--- config.mk ---
export PLATFORM = sky130hd
export DESIGN_NAME = oled_spi_ctrl
export DESIGN_NICKNAME = d
export VERILOG_FILES = /design/src/rtl/oled_spi_ctrl.sv
export SDC_FILE = /design/constraint.sdc
export NUM_CORES = 1
export LEC_CHECK = 0
export BUFFER_PORTS_ARGS = -buffer_cell sky130_fd_sc_hd__buf_2
export CAP_MARGIN = 25
export CORE_MARGIN = 8
export CORE_UTILIZATION = 25
export CTS_CLUSTER_DIAMETER = 120
export DETAILED_ROUTE_END_ITERATION = 6
export PLACE_DENSITY = 0.4
export SYNTH_ARGS = -nofsm -noshare
export SYNTH_HDL_FRONTEND = slang
export SYNTH_SLANG_ARGS = --single-unit
--- constraint.sdc ---
create_clock -name clk -period 3.38 [get_ports clk]
set_input_delay 0.676 -clock clk [delete_from_list [all_inputs] [get_ports clk]]
set_output_delay 0.676 -clock clk [all_outputs]
set_load 0.1 [all_outputs]
--- src/rtl/oled_spi_ctrl.sv ---
`default_nettype none
// oled_spi_ctrl: SSD1306-style OLED SPI controller with power sequencing, init table,
// framebuffer streaming and per-frame user command insertion.  Rev 1.0
module oled_spi_ctrl #(
   parameter logic [31:0] STARTUP_WAIT = 32'd10000000,
   parameter int unsigned CLK_DIV      = 1,
   parameter int unsigned COLS         = 128,
   parameter int unsigned PAGES        = 8,
   parameter logic [7:0]  CONTRAST     = 8'h7F,
   parameter int unsigned CMD_MAX      = 4,
   localparam int unsigned AW          = $clog2(COLS * PAGES)
) (
   input  logic          clk,
   input  logic          rst_btn,
   output logic          ioSclk,
   output logic          ioSdin,
   output logic          ioCs,
   output logic          ioDc,
   output logic          ioReset,
   output logic [AW-1:0] pixelAddress,
   input  logic [7:0]    pixelData,
   input  logic          cmd_valid,
   input  logic [7:0]    cmd_data,
   output logic          cmd_ready,
   output logic          frame_done,
   output logic          busy
);

   localparam logic [31:0]   PHASE2     = 2 * STARTUP_WAIT;
   localparam logic [31:0]   POWER_LAST = 3 * STARTUP_WAIT - 32'd1;
   localparam logic [7:0]    DIV_LAST   = 8'(CLK_DIV - 1);
   localparam logic [AW-1:0] PIX_LAST   = AW'(COLS * PAGES - 1);
   localparam logic [7:0]    COL_LAST   = 8'(COLS - 1);
   localparam logic [7:0]    PAGE_LAST  = 8'(PAGES - 1);
   localparam logic [7:0]    MUX_RATIO  = 8'(PAGES * 8 - 1);
   localparam logic [7:0]    CMD_LIMIT  = 8'(CMD_MAX);

   typedef enum logic [2:0] {
      POWER, INIT_LOAD, WIN_LOAD, DATA_LOAD, CMD_CHECK, SEND, GAP
   } state_t;

   typedef enum logic [1:0] {SRC_INIT, SRC_WIN, SRC_DATA, SRC_CMD} src_t;

   state_t        state_q, state_d;
   src_t          src_q, src_d;
   logic [31:0]   cnt_q, cnt_d;
   logic [2:0]    bit_q, bit_d;
   logic [7:0]    div_q, div_d;
   logic [4:0]    init_idx_q, init_idx_d;
   logic [2:0]    win_idx_q, win_idx_d;
   logic [AW-1:0] pix_q, pix_d;
   logic [7:0]    cmd_cnt_q, cmd_cnt_d;
   logic [6:0]    shift_q, shift_d;
   logic          sclk_q, sclk_d, sdin_q, sdin_d, cs_q, cs_d, dc_q, dc_d;
   logic          prst_q, prst_d, frame_done_q, frame_done_d, busy_q, busy_d;
   logic          load;
   logic [7:0]    load_byte, init_byte, win_byte;
   logic          load_dc;

   always_comb begin
      case (init_idx_q)
         5'd0:    init_byte = 8'hAE;
         5'd1:    init_byte = 8'h81;
         5'd2:    init_byte = CONTRAST;
         5'd3:    init_byte = 8'hA6;
         5'd4:    init_byte = 8'h20;
         5'd5:    init_byte = 8'h00;
         5'd6:    init_byte = 8'hC8;
         5'd7:    init_byte = 8'h40;
         5'd8:    init_byte = 8'hA1;
         5'd9:    init_byte = 8'hA8;
         5'd10:   init_byte = MUX_RATIO;
         5'd11:   init_byte = 8'hD3;
         5'd12:   init_byte = 8'h00;
         5'd13:   init_byte = 8'hD5;
         5'd14:   init_byte = 8'h80;
         5'd15:   init_byte = 8'hD9;
         5'd16:   init_byte = 8'h22;
         5'd17:   init_byte = 8'hDB;
         5'd18:   init_byte = 8'h20;
         5'd19:   init_byte = 8'h8D;
         5'd20:   init_byte = 8'h14;
         5'd21:   init_byte = 8'hA4;
         default: init_byte = 8'hAF;
      endcase
      case (win_idx_q)
         3'd0:    win_byte = 8'h21;
         3'd1:    win_byte = 8'h00;
         3'd2:    win_byte = COL_LAST;
         3'd3:    win_byte = 8'h22;
         3'd4:    win_byte = 8'h00;
         default: win_byte = PAGE_LAST;
      endcase
   end

   assign cmd_ready = (state_q == CMD_CHECK) && cmd_valid && (cmd_cnt_q < CMD_LIMIT);

   always_comb begin
      state_d      = state_q;
      src_d        = src_q;
      cnt_d        = cnt_q;
      bit_d        = bit_q;
      div_d        = div_q;
      init_idx_d   = init_idx_q;
      win_idx_d    = win_idx_q;
      pix_d        = pix_q;
      cmd_cnt_d    = cmd_cnt_q;
      shift_d      = shift_q;
      sclk_d       = sclk_q;
      sdin_d       = sdin_q;
      cs_d         = cs_q;
      dc_d         = dc_q;
      prst_d       = prst_q;
      frame_done_d = 1'b0;
      busy_d       = busy_q;
      load         = 1'b0;
      load_byte    = 8'h00;
      load_dc      = 1'b0;

      case (state_q)
         POWER: begin
            if (cnt_q == POWER_LAST) begin
               cnt_d   = 32'd0;
               prst_d  = 1'b1;
               state_d = INIT_LOAD;
            end else begin
               cnt_d  = cnt_q + 32'd1;
               prst_d = (cnt_d < STARTUP_WAIT) || (cnt_d >= PHASE2);
            end
         end
         INIT_LOAD: begin
            load = 1'b1; load_byte = init_byte; src_d = SRC_INIT;
         end
         WIN_LOAD: begin
            load = 1'b1; load_byte = win_byte; src_d = SRC_WIN;
         end
         DATA_LOAD: begin
            load = 1'b1; load_byte = pixelData; load_dc = 1'b1; src_d = SRC_DATA;
         end
         CMD_CHECK: begin
            if (cmd_ready) begin
               load      = 1'b1;
               load_byte = cmd_data;
               src_d     = SRC_CMD;
               cmd_cnt_d = cmd_cnt_q + 8'd1;
            end else begin
               cmd_cnt_d = 8'd0;
               state_d   = WIN_LOAD;
            end
         end
         SEND: begin
            if (div_q == DIV_LAST) begin
               div_d = 8'd0;
               if (!sclk_q) begin
                  sclk_d = 1'b1;
               end else if (bit_q == 3'd0) begin
                  state_d = GAP;
                  cs_d    = 1'b1;
                  // Advance the address on GAP entry so 1-cycle-latency memory is ready by DATA_LOAD.
                  if (src_q == SRC_DATA) begin
                     pix_d        = (pix_q == PIX_LAST) ? '0 : pix_q + AW'(1);
                     frame_done_d = (pix_q == PIX_LAST);
                  end
               end else begin
                  bit_d   = bit_q - 3'd1;
                  sclk_d  = 1'b0;
                  sdin_d  = shift_q[6];
                  shift_d = {shift_q[5:0], 1'b0};
               end
            end else begin
               div_d = div_q + 8'd1;
            end
         end
         GAP: begin
            case (src_q)
               SRC_INIT: begin
                  if (init_idx_q == 5'd22) begin
                     init_idx_d = 5'd0;
                     busy_d     = 1'b0;
                     state_d    = WIN_LOAD;
                  end else begin
                     init_idx_d = init_idx_q + 5'd1;
                     state_d    = INIT_LOAD;
                  end
               end
               SRC_WIN: begin
                  if (win_idx_q == 3'd5) begin
                     win_idx_d = 3'd0;
                     state_d   = DATA_LOAD;
                  end else begin
                     win_idx_d = win_idx_q + 3'd1;
                     state_d   = WIN_LOAD;
                  end
               end
               SRC_DATA: state_d = frame_done_q ? CMD_CHECK : DATA_LOAD;
               default:  state_d = CMD_CHECK;
            endcase
         end
         default: state_d = POWER;
      endcase

      if (load) begin
         state_d = SEND;
         shift_d = load_byte[6:0];
         sdin_d  = load_byte[7];
         dc_d    = load_dc;
         cs_d    = 1'b0;
         sclk_d  = 1'b0;
         bit_d   = 3'd7;
         div_d   = 8'd0;
      end
   end

   always_ff @(posedge clk or negedge rst_btn) begin
      if (!rst_btn) begin
         state_q      <= POWER;
         src_q        <= SRC_INIT;
         cnt_q        <= 32'd0;
         bit_q        <= 3'd0;
         div_q        <= 8'd0;
         init_idx_q   <= 5'd0;
         win_idx_q    <= 3'd0;
         pix_q        <= '0;
         cmd_cnt_q    <= 8'd0;
         shift_q      <= 7'd0;
         sclk_q       <= 1'b1;
         sdin_q       <= 1'b0;
         cs_q         <= 1'b1;
         dc_q         <= 1'b1;
         prst_q       <= 1'b1;
         frame_done_q <= 1'b0;
         busy_q       <= 1'b1;
      end else begin
         state_q      <= state_d;
         src_q        <= src_d;
         cnt_q        <= cnt_d;
         bit_q        <= bit_d;
         div_q        <= div_d;
         init_idx_q   <= init_idx_d;
         win_idx_q    <= win_idx_d;
         pix_q        <= pix_d;
         cmd_cnt_q    <= cmd_cnt_d;
         shift_q      <= shift_d;
         sclk_q       <= sclk_d;
         sdin_q       <= sdin_d;
         cs_q         <= cs_d;
         dc_q         <= dc_d;
         prst_q       <= prst_d;
         frame_done_q <= frame_done_d;
         busy_q       <= busy_d;
      end
   end

   assign ioSclk       = sclk_q;
   assign ioSdin       = sdin_q;
   assign ioCs         = cs_q;
   assign ioDc         = dc_q;
   assign ioReset      = prst_q;
   assign pixelAddress = pix_q;
   assign frame_done   = frame_done_q;
   assign busy         = busy_q;

endmodule
`default_nettype wire

==> results of run 1 <==
synth_stat cells, types with 3 or more instances:
master and count:
o21bai_1 3, o22ai_1 4, or2_2 4, buf_6 3, a21oi_1 30, dfstp_2 5, o21ai_0 55, o211a_1 3
clkbuf_1 32, o221ai_1 5, nor2_1 54, ha_1 17, nor3_1 17, o31ai_1 15, xor2_1 12, nand4_1 25
nor4_4 3, a41oi_1 3, a31oi_1 10, and3_1 23, a211oi_1 5, nor2b_1 12, o21a_1 6, and4_1 8
nor4_1 7, inv_1 22, nand3_1 28, o41ai_1 12, o2111ai_1 3, mux2i_1 7, nand2b_1 6, a221oi_1 4
mux2_2 3, nand2_1 77, buf_2 8, xnor2_1 19, and2_1 4, o21ai_1 10, dfrtp_1 83
sequential cells by signal (all words and copies together) (netlist names):
name and cells:
shift_q 7, cmd_cnt_q 8, busy 1, frame_done 1, ioReset 1, init_idx_q 5, ioSdin 1, bit_q 3
div_q 8, ioDc 1, win_idx_q 3, ioSclk 1, cnt_q 32, pixelAddress 10, state_q 3, src_q 2
ioCs 1
metal layers:
metal / global-route usage, % / wire length, um / vias up
met5: 0 / 0 / -
met4: 4.19 / 244 / 0
met3: 1.91 / 725 / 15
met2: 19.3 / 7660 / 107
met1: 16.0 / 7860 / 2590
li1: - / - / 2546
how the worst max path moves through the flow:
stage                                  start               endpoint  slack, ps
floorplan           cmd_cnt_q[4]$_DFFE_PN0N_              cmd_ready        570
global placement       cnt_q[10]$_DFFE_PN0P_  cnt_q[29]$_DFFE_PN0P_        570
detailed placement     cnt_q[10]$_DFFE_PN0P_  cnt_q[29]$_DFFE_PN0P_        490
CTS                    cnt_q[10]$_DFFE_PN0P_  cnt_q[29]$_DFFE_PN0P_        470
global route           cnt_q[10]$_DFFE_PN0P_  cnt_q[22]$_DFFE_PN0P_        290
finish                 cnt_q[20]$_DFFE_PN0P_  cnt_q[23]$_DFFE_PN0P_        520
area by class of cell:
type | count | area share [%]
inverters | 23 | 1.30
flip-flops and latches | 88 | 33.3
well taps | 319 | 6.02
clock buffers | 9 | 3.40
repair buffers | 47 | 4.61
multi-input cells | 529 | 50.2
clock inverters | 7 | 1.17
worst register-to-register path, cell delays in order, from the launching register on:
cell     delay, ps
dfrtp_1        520
nor4_1         350
nand4_1        130
or4_4          550
o31ai_4        550
buf_4          350
a21oi_1         70
o21ai_1        130
o31ai_1         90
metrics by stage:
step	cells	util, %	instance area (um^2)
floorplan	684	-	5820
CTS	1022	28.6	6630
detailed placement	1006	27.3	6320
finish	1022	28.6	6630
global placement	1006	27.3	6320
global route	1022	28.6	6630
power groups by stage:
stage / logic, W / clock network, W / registers, W
3_5_place_dp: 0.0000387 / 0 / 0.00107
2_1_floorplan: 0.000000164 / 0 / 0.00107
5_1_grt: 0.0000425 / 0.00112 / 0.00105
4_1_cts: 0.0000391 / 0.00109 / 0.00105
3_3_place_gp: 0.0000384 / 0 / 0.00107
6_report: 0.0000362 / 0.00104 / 0.00105
cell families after synthesis:
logic type | count (synthesis)
AOI/OAI and AO/OA | 187
xor gates and xnor gates | 31
adders and majority gates | 17
buffers and inverters | 67
DFF | 88
muxes | 11
and+or+nand+nor | 283
==> flow_summary_export.csv, run 1 <==
group,metric,value,unit
setup_path,start_kind,"flop",
synthesis,synth.avg_cell_area,8.51,um^2
synthesis,syn_area,5820,um^2
finish,seq_area,2210,um^2
synthesis,ys_dominant_reg_cell,"dfrtp_1",
outcome,status,"complete, no violations",
floorplan,rows,56,
power,power_density,321,nW/um^2
floorplan,pin_count,37,
synthesis,yosysTopAreaCell,"dfrtp_1",
place,gp_congestion,0.848,
floorplan,initial_core_util,25.1,%
timing,tightest_slew,889,ps
clock_tree,root_buffer,"clkbuf_16",
timing,hold_viol_final,0,
setup_path,crit_path_top_delay_cell,"or4_4",
clock_tree,cts.path.max_buffers,2,
timing,finalCritPeriodShare,84.7,%
timing,period_needed,2860,ps
drt,wire_per_inst,16.1,um
power,p_sw,0.000487,W
finish,syn2layout_area_growth,13.8,%
global_route,grt-ovfl-total,0,
setup_path,r2r_cells,8,
power,p_comb_share,1.7,%
floorplan,fp.dieH,169,um
drt,ant_nets,0,
synthesis,synth_seq_cells,88,
timing,max_freq,349,MHz
synthesis,synthMuxAreaShare,1.98,%
timing,slew_violations,0,
setup_path,worst_r2r_endpoint,"cnt_q[23]$_DFFE_PN0P_",
global_route,grt_pass1_vias,5130,
drt,vias,5258,
finish,fillers,2469,
timing,rsz0062_at_grt,"no",
clock_tree,h-tree-depth,3,
place,dpl.hpwl,11900,um
drt,wl,16500,um
setup_path,path_class,"flop to flop",
clock_tree,path_clk_slew,70,ps
timing,skew,10.0,ps
place,io_buffers,36,
finish,antenna_cells,0,
power,power_frac_clock,48.9,%
setup_path,cp_top_family,"simple AND/OR/NAND/NOR gates",
setup_path,cp.depth,8,
power,switching_share,22.9,%
finish,multi_input_area,3320,um^2
timing,setup_violations,0,
run,max_cap_violations,0,
synthesis,synth_top_area_share,35.7,%
finish,final_common_cell,"dfrtp_1",
clock_tree,ctsResizeCount,0,
setup_path,required,3600,ps
synthesis,synth_top_family_by_area,"simple AND/OR/NAND/NOR gates",
timing,setup_ws,518,ps
clock_tree,cts_buffers,9,
global_route,grt_pass1_wl,27800,um
setup_path,path_max_fanout,20,
hold_path,hold_path.class,"input pin to async pin",
setup_path,path_cells,"nor4_1 -> nand4_1 -> or4_4 -> o31ai_4 -> buf_4 -> a21oi_1 -> o21ai_1 -> o31ai_1",
clock_tree,hold_buffers,0,
clock_tree,clock_sinks,88,
synthesis,syn_inst,684,
setup_path,crit_arrival,3080,ps
floorplan,die-area,28400,um^2
clock_tree,clk_latency,350,ps
finish,drive_gt1_share,12.5,%
setup_path,rrSetupSlack,520,ps
power,seqPwrFrac,49.4,%
power,p_int,0.00164,W
setup_path,reg2reg_from,"cnt_q[20]$_DFFE_PN0P_",
setup_path,cp_slowest_stage_delay,550,ps
place,pre_cts_ws,487,ps
synthesis,yosysWarnings,0,
global_route,antenna_found_initial,0,
drt,drtIter0Drc,328,
timing,relSlewSlack,40.6,%
timing,timing.hold.ws,412,ps
drt,first_pass_iters,5,
drt,via_per_inst,5.14,
finish,final_cell_mix,"83 x dfrtp_1, 77 x nand2_1, 55 x o21ai_0",
synthesis,synth_compound_area_share,21.0,%
global_route,track_usage,12.0,%
power,p_total,0.00213,W
floorplan,fp.dieW,169,um
floorplan,core-area,23200,um^2
power,p_leak,2.73,nW
synthesis,synth_edf_count,0,
finish,fin_nets,734,
synthesis,yosys.area_share.simple,25.8,%
synthesis,synthXorXnorAreaFrac,4.66,%
clock_tree,cts_tree,"yes",
timing,timing.setup.tns,0,ps
synthesis,yosys-top-cells-area,"dfrtp_1 36%, nand2_1 5.0%, o21ai_0 4.7%, ha_1 3.7%, nor2_1 3.5%",
setup_path,end_kind,"flop",
synthesis,ys_seq_area_share,37.9,%
synthesis,yosys.area_share.adder,3.65,%
synthesis,synth_fp_nets,720,
setup_path,path_buf_inv,1,
power,ir_worst_vdd,0.000184,V
synthesis,async_reset_ff_share,100,%
drt,drc,0,
global_route,grt_max_degree,59,
synthesis,synthDistinctLibCells,67,
clock_tree,postCtsSetupRepairBufs,0,
Power figures use the tool's default switching activity.
==> run 2, diff against run 1 <==
Settings changed: ABC_AREA set to 1.
Clock period 3.38 ns to 2.7 ns, I/O delays scaled along.
==> run 2 against run 1 <==
Compared with the run above: synthesized cell count grew 23%; clock-buffer cell count grew 2; critical endpoint is now cmd_ready; sequential share of layout area shrank 1.4 points.
==> flow_summary_export.csv, run 2 <==
group,metric,value,unit
synthesis,synth.avg_cell_area,7.06,um^2
global_route,antenna_found_initial,0,
synthesis,synthDistinctLibCells,46,
finish,antenna_cells,0,
global_route,grt-ovfl-total,0,
timing,skew,8.48,ps
floorplan,pin_count,37,
setup_path,crit_arrival,1870,ps
drt,wire_per_inst,14.9,um
timing,hold_viol_final,0,
synthesis,yosys-top-cells-area,"dfrtp_1 35%, nand2_1 14%, inv_1 6.6%, nor2_1 6.2%, nand3_1 4.9%",
finish,final_core_util,29.5,%
setup_path,end_kind,"output pin",
drt,vias,5430,
timing,finalCritPeriodShare,89.3,%
drt,via_per_inst,4.48,
drt,ant_nets,0,
outcome,status,"complete, no violations",
finish,fin_nets,925,
global_route,grt_max_degree,36,
power,p_leak,3.18,nW
finish,final_common_cell,"nand2_1",
synthesis,yosysWarnings,0,
setup_path,rrSetupSlack,460,ps
synthesis,yosys-top-cells-count,"215 x nand2_1, 105 x inv_1, 98 x nor2_1, 83 x dfrtp_1, 58 x nand3_1",
clock_tree,path_clk_slew,70,ps
synthesis,synth_top_area_share,35.0,%
clock_tree,h-tree-depth,3,
timing,period_needed,2410,ps
timing,setup_violations,0,
finish,largest_register,"cnt_q",
drt,drc,0,
clock_tree,cts.path.max_buffers,2,
floorplan,core-area,23400,um^2
synthesis,syn_inst,840,
synthesis,syn_area,5930,um^2
synthesis,yosys.cell_count.top_type,"nand2_1",
finish,final_cell_mix,"215 x nand2_1, 104 x inv_1, 98 x nor2_1",
synthesis,synth_seq_cells,88,
finish,layoutNonFillerInstCount,1213,
clock_tree,cts_buffers,9,
clock_tree,clock_sinks,88,
timing,rsz0062_at_grt,"no",
floorplan,fp.dieW,170,um
synthesis,synth_fp_nets,876,
floorplan,rows,56,
floorplan,fp.dieH,170,um
clock_tree,hold_buffers,0,
drt,first_pass_iters,7,
synthesis,ys_dominant_reg_cell,"dfrtp_1",
timing,tightest_slew,550,ps
global_route,grt_pass1_wl,29900,um
clock_tree,clk_latency,350,ps
timing,slew_violations,0,
finish,largest_register_ffs,32,
synthesis,ys_seq_area_share,37.2,%
timing,relSlewSlack,63.4,%
place,io_buffers,36,
run,max_cap_violations,0,
setup_path,required,2160,ps
timing,timing.setup.tns,0,ps
floorplan,die-area,28900,um^2
clock_tree,postCtsSetupRepairBufs,0,
finish,syn2layout_area_growth,16.5,%
clock_tree,root_buffer,"clkbuf_16",
drt,drtIter0Drc,347,
place,placed_cells,1197,
drt,wl,18000,um
floorplan,initial_core_util,25.4,%
synthesis,yosysTopAreaCell,"dfrtp_1",
synthesis,async_reset_ff_share,100,%
clock_tree,cts_tree,"yes",
clock_tree,ctsResizeCount,0,
global_route,grt_pass1_vias,5555,
power,ir_worst_vdd,0.000249,V
setup_path,start_kind,"flop",
timing,max_freq,415,MHz
global_route,track_usage,13.1,%
hold_path,hold_path.class,"input pin to async pin",
place,gp_congestion,0.818,
finish,drive_gt1_share,14.7,%
place,dpl.hpwl,14100,um
power,power_density,399,nW/um^2
synthesis,synth_edf_count,0,
setup_path,path_class,"flop to output pin",
setup_path,path_max_fanout,11,
[run 2: cell types whose count changed in the layout (fill, tap and decap cells not counted), moves of 10 or more]
cell | previous run | this run
nor2b_1 | 12 | 0
nand2_2 | 0 | 18
o22ai_1 | 4 | 16
nand2_1 | 77 | 215
nand3_1 | 28 | 58
nor2_1 | 54 | 98
nand4_1 | 25 | 15
nor2_4 | 0 | 11
o41ai_1 | 12 | 0
inv_1 | 22 | 104
xnor2_1 | 19 | 1
o31ai_1 | 15 | 1
and3_1 | 23 | 0
[run 2: per-layer routing]
metal | part of all wire (%) | GRT usage [%]
met4 | 1.4 | 4.16
met3 | 2.9 | 2.04
met5 | 0 | 0
met2 | 45 | 21.2
met1 | 50 | 17.6
[run 2: critical path: stages (launching register included)]
cell and delay, ps:
dfrtp_1 470, nor2_2 160, inv_2 70, nor2_4 210, nand2_2 140, clkinvlp_4 230, buf_12 210
[run 2: cell families (layout without fill, tap and decap cells)]
group                    after synthesis  after routing  synth area share (%)
AND/OR/NAND/NOR                      460            460                  36.3
AO/OA/AOI/OAI                        141            141                  13.7
buffers and inverters                126            180                  8.03
flip-flops                            88             88                  37.2
adder cells (fa/ha/maj)               17             17                  3.58
XOR/XNOR                               8              8                  1.18
[run 2: final cells by class]
class / instances / area, um^2
well taps: 319 / 399
flip-flops and latches: 88 / 2210
clock buffers: 11 / 233
clock inverters: 5 / 81.3
inverters: 115 / 435
multi-input cells: 626 / 3250
fillers: 2588 / 16500
repair buffers: 49 / 308
[run 2: where the power goes]
group           total, W  leakage, nW  switching [W]  internal, W
clock            0.00138        0.150       0.000567     0.000813
sequential       0.00132         1.17    0.000000923      0.00132
combinational  0.0000548         1.86      0.0000392    0.0000157
total            0.00276         3.18       0.000607      0.00215
[run 2: final timing paths]
kind | start | depth (start not counted) | endpoint
worst max-delay path | state_q[1]$_DFFE_PN0P_ | 6 | cmd_ready
worst min-delay path | rst_btn | 1 | cnt_q[2]$_DFFE_PN0P_
worst max register to register | state_q[1]$_DFFE_PN0P_ | 10 | shift_q[4]$_DFFE_PN0P_
worst min register to register | busy$_DFFE_PN1P_ | 2 | busy$_DFFE_PN1P_
max in group asynchronous | rst_btn | 2 | busy$_DFFE_PN1P_
min in group clk | cmd_data[1] | 3 | shift_q[1]$_DFFE_PN0P_
[run 2: metrics by stage]
| step | setup slack, ps | instance area [um^2] | power (W) | hold WS, ps |
|---|---|---|---|---|
| 3_3_place_gp | 460 | 6600 | 0.00140 | 434 |
| 5_1_grt | 145 | 6910 | 0.00286 | 199 |
| 2_1_floorplan | 184 | 5930 | 0.00135 | 244 |
| 4_1_cts | 83.4 | 6910 | 0.00281 | 192 |
| 3_5_place_dp | 469 | 6600 | 0.00140 | 442 |
| 6_report | 288 | 6910 | 0.00276 | 164 |
==> run 3, diff against run 2 <==
Settings changed: CORE_MARGIN 8 to not set.
==> run 3 against run 2 <==
Compared with the run above: worst setup slack worse by 84 ps; via count increased by 2.0%; total power is 1.4% higher; sequential power barely moved; sequential share of layout area grew 0.087 points; fmax decreased by 3.4%; critical path depth is the same; critical endpoint unchanged; highest routed layer unchanged.
==> flow_summary_export.csv, run 3 (same netlist as run 2, synthesis figures left out) <==
group,metric,value,unit
drt,drtIter0Drc,291,
drt,first_pass_iters,4,
clock_tree,cts_tree,"yes",
timing,max_freq,401,MHz
timing,setup_violations,0,
clock_tree,path_clk_slew,70,ps
hold_path,hold_path.class,"input pin to async pin",
power,p_sw,0.000619,W
place,dpl.hpwl,13800,um
timing,tightest_slew,701,ps
floorplan,rows,56,
drt,dr.max_layer_used,"met4",
power,power_frac_clock,50.8,%
global_route,track_usage,15.3,%
clock_tree,clk_latency,360,ps
drt,wl_met2,8140,um
clock_tree,ctsResizeCount,0,
finish,drive_gt1_share,14.6,%
drt,wirelength_met1,8680,um
clock_tree,postCtsSetupRepairBufs,0,
run,max_cap_violations,0,
global_route,grt-ovfl-total,0,
setup_path,end_kind,"output pin",
timing,finalCritPeriodShare,92.4,%
clock_tree,cts_buffers,9,
setup_path,start_kind,"flop",
global_route,antenna_found_initial,0,
finish,antenna_cells,0,
drt,dr_wl_met3,568,um
clock_tree,h-tree-depth,3,
place,gp_congestion,0.858,
setup_path,path_class,"flop to output pin",
timing,timing.setup.tns,0,ps
power,switching_share,22.2,%
drt,ant_nets,0,
finish,final_cell_mix,"215 x nand2_1, 105 x inv_1, 98 x nor2_1",
clock_tree,clock_sinks,88,
timing,relSlewSlack,53.3,%
power,power_density,405,nW/um^2
global_route,grt_max_degree,48,
global_route,grt_pass1_vias,5372,
timing,slew_violations,0,
finish,fin_nets,924,
power,p_int,0.00217,W
drt,via_per_inst,4.57,
power,p_comb_share,2.0,%
floorplan,pin_count,37,
floorplan,fp.dieH,156,um
setup_path,crit_arrival,1960,ps
floorplan,fp.dieW,156,um
outcome,status,"complete, no violations",
drt,wl,17600,um
finish,final_common_cell,"nand2_1",
finish,syn2layout_area_growth,16.2,%
place,io_buffers,36,
setup_path,path_max_fanout,9,
timing,rsz0062_at_grt,"no",
floorplan,die-area,24400,um^2
drt,vias,5540,
clock_tree,hold_buffers,0,
setup_path,required,2160,ps
timing,period_needed,2500,ps
finish,fillers,2599,
timing,hold_viol_final,0,
floorplan,initial_core_util,25.4,%
clock_tree,root_buffer,"clkbuf_16",
clock_tree,cts.path.max_buffers,2,
power,p_leak,3.19,nW
global_route,grt_pass1_wl,28700,um
finish,largest_register_ffs,32,
setup_path,rrSetupSlack,510,ps
drt,drc,0,
timing,skew,9.94,ps
floorplan,core-area,23400,um^2
power,seqPwrFrac,47.3,%
drt,wire_per_inst,14.5,um
power,ir_worst_vdd,0.000235,V
power,p_total,0.00279,W
finish,largest_register,"cnt_q",
==> run 3: stage by stage <==
stage          util [%]  instance area (um^2)  hold slack, ps  cells  worst slack, ps
2_1_floorplan         -                  5930             244    840              184
3_3_place_gp       28.1                  6570             439   1196              487
3_5_place_dp       28.1                  6570             444   1196              515
5_1_grt            29.5                  6900             277   1212             70.4
4_1_cts            29.5                  6900             262   1212              150
6_report           29.5                  6900             228   1212              205
==> run 3: worst paths after layout <==
kind | startpoint | end | cells past startpoint
max in group asynchronous | rst_btn | ioDc$_DFFE_PN1P_ | 2
hold / removal | rst_btn | cnt_q[2]$_DFFE_PN0P_ | 1
setup reg to reg | state_q[1]$_DFFE_PN0P_ | shift_q[5]$_DFFE_PN0P_ | 10
min in group clk | cmd_data[1] | shift_q[1]$_DFFE_PN0P_ | 3
hold reg to reg | busy$_DFFE_PN1P_ | busy$_DFFE_PN1P_ | 2
setup / recovery | state_q[1]$_DFFE_PN0P_ | cmd_ready | 6
==> run 3: layer usage <==
| layer | vias up | global-route usage, % |
|---|---|---|
| met1 | 2583 | 21.1 |
| met5 | - | 0 |
| met3 | 13 | 2.61 |
| li1 | 2849 | - |
| met4 | 0 | 4.01 |
| met2 | 95 | 24.7 |
==> run 3: critical path, stage by stage, from the launching register on <==
cell	delay [ps]
dfrtp_1	460
nor2_2	160
inv_2	70
nor2_4	200
nand2_2	130
inv_1	130
buf_2	440
==> run 3: area by class of cell <==
cell class | count | area [um^2] | share of cell area, %
clock buffers | 11 | 243 | 3.52
repair buffers | 48 | 285 | 4.14
flip-flops and latches | 88 | 2210 | 32.0
multi-input cells | 626 | 3250 | 47.1
inverters | 115 | 432 | 6.26
well taps | 319 | 399 | 5.79
clock inverters | 5 | 78.8 | 1.14
==> run 3: power by group through the flow <==
stage	clock (W)	sequential (W)	combinational, W
2_1_floorplan	0	0.00135	0.00000137
3_3_place_gp	0	0.00135	0.0000599
3_5_place_dp	0	0.00135	0.0000591
4_1_cts	0.00146	0.00132	0.0000591
5_1_grt	0.00151	0.00132	0.0000641
6_report	0.00142	0.00132	0.0000549
